<file path="config.mk">
export PLATFORM = sky130hd
export DESIGN_NAME = tipd_sequencer
export DESIGN_NICKNAME = d
export VERILOG_FILES = /design/src/rtl/tipd_pkg.sv /design/src/rtl/tipd_tick_gen.sv /design/src/rtl/tipd_sequencer.sv
export SDC_FILE = /design/constraint.sdc
export NUM_CORES = 1
export LEC_CHECK = 0
export BUFFER_PORTS_ARGS = -buffer_cell sky130_fd_sc_hd__buf_2
export CAP_MARGIN = 5
export CORE_UTILIZATION = 50
export DETAILED_ROUTE_END_ITERATION = 8
export PLACE_DENSITY = 0.76
export SYNTH_ARGS = -nofsm -noshare
export SYNTH_HDL_FRONTEND = slang
export SYNTH_SLANG_ARGS = --single-unit
</file>
<file path="constraint.sdc">
create_clock -name clk -period 2.1 [get_ports clk]
set_clock_uncertainty 0.15 [all_clocks]
set_input_delay 0.105 -clock clk [delete_from_list [all_inputs] [get_ports clk]]
set_output_delay 0.105 -clock clk [all_outputs]
set_load 0.05 [all_outputs]
</file>
<file path="src/rtl/tipd_pkg.sv">
// Shared constants for the I-PD sample sequencer: FSM state codes and duty limits.
package tipd_pkg;

  localparam logic [2:0] ST_IDLE      = 3'd0;
  localparam logic [2:0] ST_ADC_REQ   = 3'd1;
  localparam logic [2:0] ST_ADC_WAIT  = 3'd2;
  localparam logic [2:0] ST_PID_START = 3'd3;
  localparam logic [2:0] ST_PID_WAIT  = 3'd4;
  localparam logic [2:0] ST_UPDATE    = 3'd5;
  localparam logic [2:0] ST_FAULT     = 3'd6;

  localparam logic [7:0] DUTY_MIN = 8'd0;
  localparam logic [7:0] DUTY_MAX = 8'd255;

endpackage

</file>
<file path="src/rtl/tipd_tick_gen.sv">
// Sample-period tick: counts 0..PERIOD-1 while enabled, held at 0 otherwise,
// and flags the last count so the sequencer can start a new sample.
module tipd_tick_gen
  import tipd_pkg::*;
#(
  parameter int PERIOD = 1000
) (
  input  logic clk,
  input  logic rst,
  input  logic i_enable,
  output logic o_tick
);

  localparam int              CW   = $clog2(PERIOD);
  localparam logic [CW-1:0]   LAST = CW'(PERIOD - 1);

  logic [CW-1:0] r_cnt;

  always_ff @(posedge clk or negedge rst) begin
    if (!rst) begin
      r_cnt <= '0;
    end else if (!i_enable || (r_cnt == LAST)) begin
      r_cnt <= '0;
    end else begin
      r_cnt <= r_cnt + CW'(1);
    end
  end

  assign o_tick = i_enable && (r_cnt == LAST);

endmodule

</file>
<file path="src/rtl/tipd_sequencer.sv">
// Per-period sequencer: ADC request -> position latch -> I-PD start -> saturated
// duty update, with handshake timeouts and sticky fault/overrun flags.
module tipd_sequencer
  import tipd_pkg::*;
#(
  parameter int ANCHO   = 19,
  parameter int PERIOD  = 1000,
  parameter int TIMEOUT = 64
) (
  input  logic                    clk,
  input  logic                    rst,
  input  logic                    enable,
  output logic                    adc_start,
  input  logic                    adc_done,
  input  logic [7:0]              adc_data,
  output logic [7:0]              yk,
  output logic                    ready_data,
  input  logic                    suma_ready,
  input  logic signed [ANCHO-1:0] suma_in,
  output logic [7:0]              duty,
  output logic                    duty_valid,
  output logic                    busy,
  output logic                    fault,
  output logic                    overrun,
  input  logic                    fault_clr
);

  localparam int                      WW       = $clog2(TIMEOUT + 1);
  localparam logic [WW-1:0]           WAIT_END = WW'(TIMEOUT - 1);
  localparam logic signed [ANCHO-1:0] SAT_HI   = {{(ANCHO-8){1'b0}}, DUTY_MAX};

  logic [2:0]    r_state;
  logic [WW-1:0] r_wait;
  logic [7:0]    r_sat;
  logic [7:0]    r_yk;
  logic [7:0]    r_duty;
  logic          r_adc_start;
  logic          r_ready_data;
  logic          r_duty_valid;
  logic          r_fault;
  logic          r_overrun;
  logic          w_tick;
  logic          w_busy;

  function automatic logic [7:0] sat8(input logic signed [ANCHO-1:0] v);
    if (v[ANCHO-1]) begin
      return DUTY_MIN;
    end else if (v > SAT_HI) begin
      return DUTY_MAX;
    end else begin
      return v[7:0];
    end
  endfunction

  tipd_tick_gen #(
    .PERIOD (PERIOD)
  ) u_tick_gen (
    .clk      (clk),
    .rst      (rst),
    .i_enable (enable),
    .o_tick   (w_tick)
  );

  assign w_busy = (r_state != ST_IDLE) && (r_state != ST_FAULT);

  always_ff @(posedge clk or negedge rst) begin
    if (!rst) begin
      r_state      <= ST_IDLE;
      r_wait       <= '0;
      r_sat        <= DUTY_MIN;
      r_yk         <= 8'd0;
      r_duty       <= DUTY_MIN;
      r_adc_start  <= 1'b0;
      r_ready_data <= 1'b0;
      r_duty_valid <= 1'b0;
      r_fault      <= 1'b0;
      r_overrun    <= 1'b0;
    end else begin
      r_adc_start  <= 1'b0;
      r_ready_data <= 1'b0;
      r_duty_valid <= 1'b0;

      // A clear always wins over a same-cycle overrun; ticks while idle or faulted are harmless.
      if (fault_clr) begin
        r_fault   <= 1'b0;
        r_overrun <= 1'b0;
      end else if (w_tick && w_busy) begin
        r_overrun <= 1'b1;
      end

      case (r_state)
        ST_IDLE: begin
          if (w_tick) begin
            r_state <= ST_ADC_REQ;
          end
        end
        ST_ADC_REQ: begin
          r_adc_start <= 1'b1;
          r_wait      <= '0;
          r_state     <= ST_ADC_WAIT;
        end
        ST_ADC_WAIT: begin
          if (adc_done) begin
            r_yk    <= adc_data;
            r_state <= ST_PID_START;
          end else if (r_wait == WAIT_END) begin
            r_fault <= 1'b1;
            r_duty  <= DUTY_MIN;
            r_state <= ST_FAULT;
          end else begin
            r_wait <= r_wait + WW'(1);
          end
        end
        ST_PID_START: begin
          r_ready_data <= 1'b1;
          r_wait       <= '0;
          r_state      <= ST_PID_WAIT;
        end
        ST_PID_WAIT: begin
          if (suma_ready) begin
            r_sat   <= sat8(suma_in);
            r_state <= ST_UPDATE;
          end else if (r_wait == WAIT_END) begin
            r_fault <= 1'b1;
            r_duty  <= DUTY_MIN;
            r_state <= ST_FAULT;
          end else begin
            r_wait <= r_wait + WW'(1);
          end
        end
        ST_UPDATE: begin
          r_duty       <= r_sat;
          r_duty_valid <= 1'b1;
          r_state      <= ST_IDLE;
        end
        ST_FAULT: begin
          r_duty <= DUTY_MIN;
          if (fault_clr) begin
            r_state <= ST_IDLE;
          end
        end
        default: begin
          r_state <= ST_IDLE;
        end
      endcase
    end
  end

  assign adc_start  = r_adc_start;
  assign ready_data = r_ready_data;
  assign duty_valid = r_duty_valid;
  assign yk         = r_yk;
  assign duty       = r_duty;
  assign fault      = r_fault;
  assign overrun    = r_overrun;
  assign busy       = w_busy;

endmodule

</file>
==> impl_metrics.json <==
{
  "cts_tree": "yes",
  "wl_met3_um": 195,
  "nFillCells": 310,
  "globalRoute.totalOverflow": 0,
  "setup_violations": 0,
  "synth.area.top_cells": "dfrtp_1 (58%), nor2_1 (4.6%), mux2_2 (4.2%)",
  "synth_cell_type_count": 40,
  "instances_no_fill": 333,
  "switching_share_pct": 43.5,
  "numCtsBuffers": 5,
  "dp_cells": 303,
  "maxCapViolations": 0,
  "synthFlopType": "dfrtp_1",
  "grt_pass1_wl_um": 7330,
  "drtPass1Iterations": 4,
  "final.period_utilization_pct": 94.5,
  "internal_power_mw": 1.85,
  "slew_headroom_pct": 59.5,
  "globalplace.congestion": 0.812,
  "ff2ff_path_depth": 6,
  "fin_ws_ns": 0.116,
  "dr_total_vias": 1765,
  "cts.sinks": 49,
  "rrSetupSlack_ns": 0.12,
  "ys_async_sr_fraction_pct": 100,
  "yosysWarnings": 0,
  "synth-seq-cells": 49,
  "critPathLaunchType": "flop",
  "fin_nets": 317,
  "worst_setup_path_end_kind": "flop",
  "min_period_ns": 1.98,
  "drt_iter0_drc": 142,
  "die_x_um": 67.2,
  "netlist_instances": 200,
  "floorplan.initialDensity_pct": 52.5,
  "grt_usage_pct": 22.4,
  "io_pins": 55,
  "synth.top_cell.area_share_pct": 57.6,
  "powerDensity_nw_per_um2": 1180,
  "syn_nets": 235,
  "antenna_cells": 0,
  "hp-start": "suma_in[8]",
  "cp_data_arrival_time_ns": 2.02,
  "worstMarginPinSlew_ns": 0.607,
  "grt_max_degree": 50,
  "combPwrFrac_pct": 40.9,
  "synth_area_um2": 2130,
  "dr.max_layer_used": "met4",
  "pwr-share-seq_pct": 42.2,
  "design_area_um2": 2780,
  "clockPowerShare_pct": 16.9,
  "clockRootBuffer": "clkbuf_8",
  "die_y_um": 67.2,
  "syn_avg_cell_area_um2": 10.6,
  "hp-class": "input pin to flop",
  "yosysSeqAreaShare_pct": 57.6,
  "ant_nets": 0,
  "grt_pass1_vias": 1649,
  "fin_tns_setup_ns": 0,
  "htreeDepth": 2,
  "crit_required_ns": 2.14,
  "port_buffers": 54,
  "hold_viol_final": 0,
  "wl_per_cell_um": 13.6,
  "syn_to_final_growth_pct": 30.8,
  "dp_hpwl_um": 2990,
  "antenna_found_initial": 0,
  "clockBufferDepth": 2,
  "dieArea_um2": 4520,
  "switchingPower_mw": 1.42,
  "synthTopCellsByCount": "dfrtp_1 (49), nor2_1 (26), nand2_1 (16)",
  "max-vdd-ir-drop_mv": 0.581,
  "synth_area_leader_cell": "dfrtp_1",
  "route.met2.wl_um": 2160,
  "clk_pin_slew_worst_paths_ns": 0.09,
  "r2r_end": "duty[4]",
  "drc": 0,
  "viasPerCell": 5.30,
  "pre_cts_slack_ns": 0.121,
  "holdPathStages": 5,
  "wl_um": 4520,
  "synth-edff-count": 0,
  "min_to": "r_sat[3]",
  "path_class": "flop to flop",
  "fmaxAchievable_ghz": 0.504,
  "drive_above_1_share_pct": 28.6,
  "place_area_um2": 2470,
  "worst_skew_pair.late_latency_ns": 0.31,
  "status": "complete, no violations",
  "critPathMaxFanout": 8,
  "rows": 23,
  "rsz0062_at_grt": "true",
  "leakagePower_nw": 1.34,
  "synth_most_common_cell": "dfrtp_1",
  "m1WireLength_um": 2110,
  "design.core.area_um2": 4060,
  "rr_startpoint": "r_wait[0]",
  "drv_slew": 0
}
[worst max-delay path by stage]
stage / startpoint / to / slack [ns] / cells past startpoint
after global placement: r_wait[0] / r_wait[5] / 0.21 / 6
after floorplan: r_wait[0] / r_wait[5] / 0.30 / 6
final: r_wait[0] / duty[4] / 0.12 / 6
after CTS: u_tick_gen.r_cnt[0] / overrun / 0.04 / 7
after global routing: r_wait[0] / duty[4] / -0.06 / 6
after detailed placement: r_wait[0] / duty[0] / 0.12 / 6
[cells by family after synthesis]
kind of cell    after synthesis  synth area share [%]
compound gates               49                  14.6
xor+xnor                      7                  2.88
fa+ha+maj                     2                  1.18
buf+inv                       9                  1.82
flops                        49                  57.6
mux                           8                  4.23
simple gates                 76                  17.6
[per-layer routing]
metal  up-vias  track usage (%)
met5         -                0
met4         0             8.51
met3         5             6.08
met2        56             34.0
met1       832             30.6
li1        872                -
[what timing repair did]
action	CTS	global route
hold endpoints to repair	72	0
gates resized for setup	0	1
endpoints found under the setup margin	0	10
hold buffers	22	0
buffers inserted	0	0
[power groups by stage]
| stage | clock, mW | sequential [mW] | combinational, mW |
|---|---|---|---|
| final | 0.554 | 1.38 | 1.34 |
| after global routing | 0.624 | 1.42 | 1.45 |
| after CTS | 0.575 | 1.38 | 1.35 |
| after detailed placement | 0 | 1.39 | 1.32 |
| after global placement | 0 | 1.39 | 1.29 |
| after floorplan | 0 | 1.80 | 0.568 |
[cell usage in the layout (no fill, tap or decap), types with 2 or more instances in the layout]
cell type / netlist / final
nand3b_1: 2 / 2
o22ai_1: 2 / 2
o21ai_1: 5 / 5
mux2_2: 8 / 8
buf_2: 4 / 54
inv_2: 2 / 2
nand4_1: 2 / 2
o211ai_1: 2 / 2
nand3_1: 6 / 6
a21oi_1: 8 / 8
a31oi_1: 2 / 2
xor2_1: 6 / 6
nor4_1: 3 / 2
a22o_1: 8 / 8
dfrtp_1: 49 / 49
inv_1: 2 / 2
nor2_1: 26 / 26
clkbuf_8: 0 / 5
nand2b_1: 6 / 6
nand2_1: 16 / 16
and2_1: 2 / 2
ha_1: 2 / 2
buf_4: 0 / 4
dlygate4sd3_1: 0 / 22
o21ai_0: 15 / 15
or3_1: 5 / 5
[worst max-delay path: stages (launching register included)]
cell	delay (ns)
dfrtp_1	0.39
ha_1	0.20
nand3_1	0.15
nor3_1	0.36
o21ai_0	0.13
a21o_1	0.29
a22o_1	0.21
[cell type report]
type,instances,area [um2],area share (%)
multi-input cells,142,870,31.2
clock buffers,5,68.8,2.47
well taps,50,62.6,2.25
inverters,4,15.0,0.539
flip-flops and latches,49,1230,44.0
repair buffers,80,520,18.7
clock inverters,3,21.3,0.764
[sequential cells by signal, summed over array words and instances (netlist names)]
name,count
adc_start,1
duty,8
duty_valid,1
fault,1
overrun,1
r_sat,8
r_state,3
r_wait,7
ready_data,1
u_tick_gen.r_cnt,10
yk,8
[through the flow]
| step | total power [mW] | utilization, % | hold slack, ns |
|---|---|---|---|
| after global routing | 3.49 | 68.6 | 0.226 |
| after detailed placement | 2.71 | 60.8 | 0.0889 |
| after floorplan | 2.37 | - | -0.341 |
| after CTS | 3.30 | 68.5 | 0.185 |
| final | 3.28 | 68.6 | 0.191 |
| after global placement | 2.68 | 60.8 | 0.0867 |
Power figures use the tool's default switching activity.
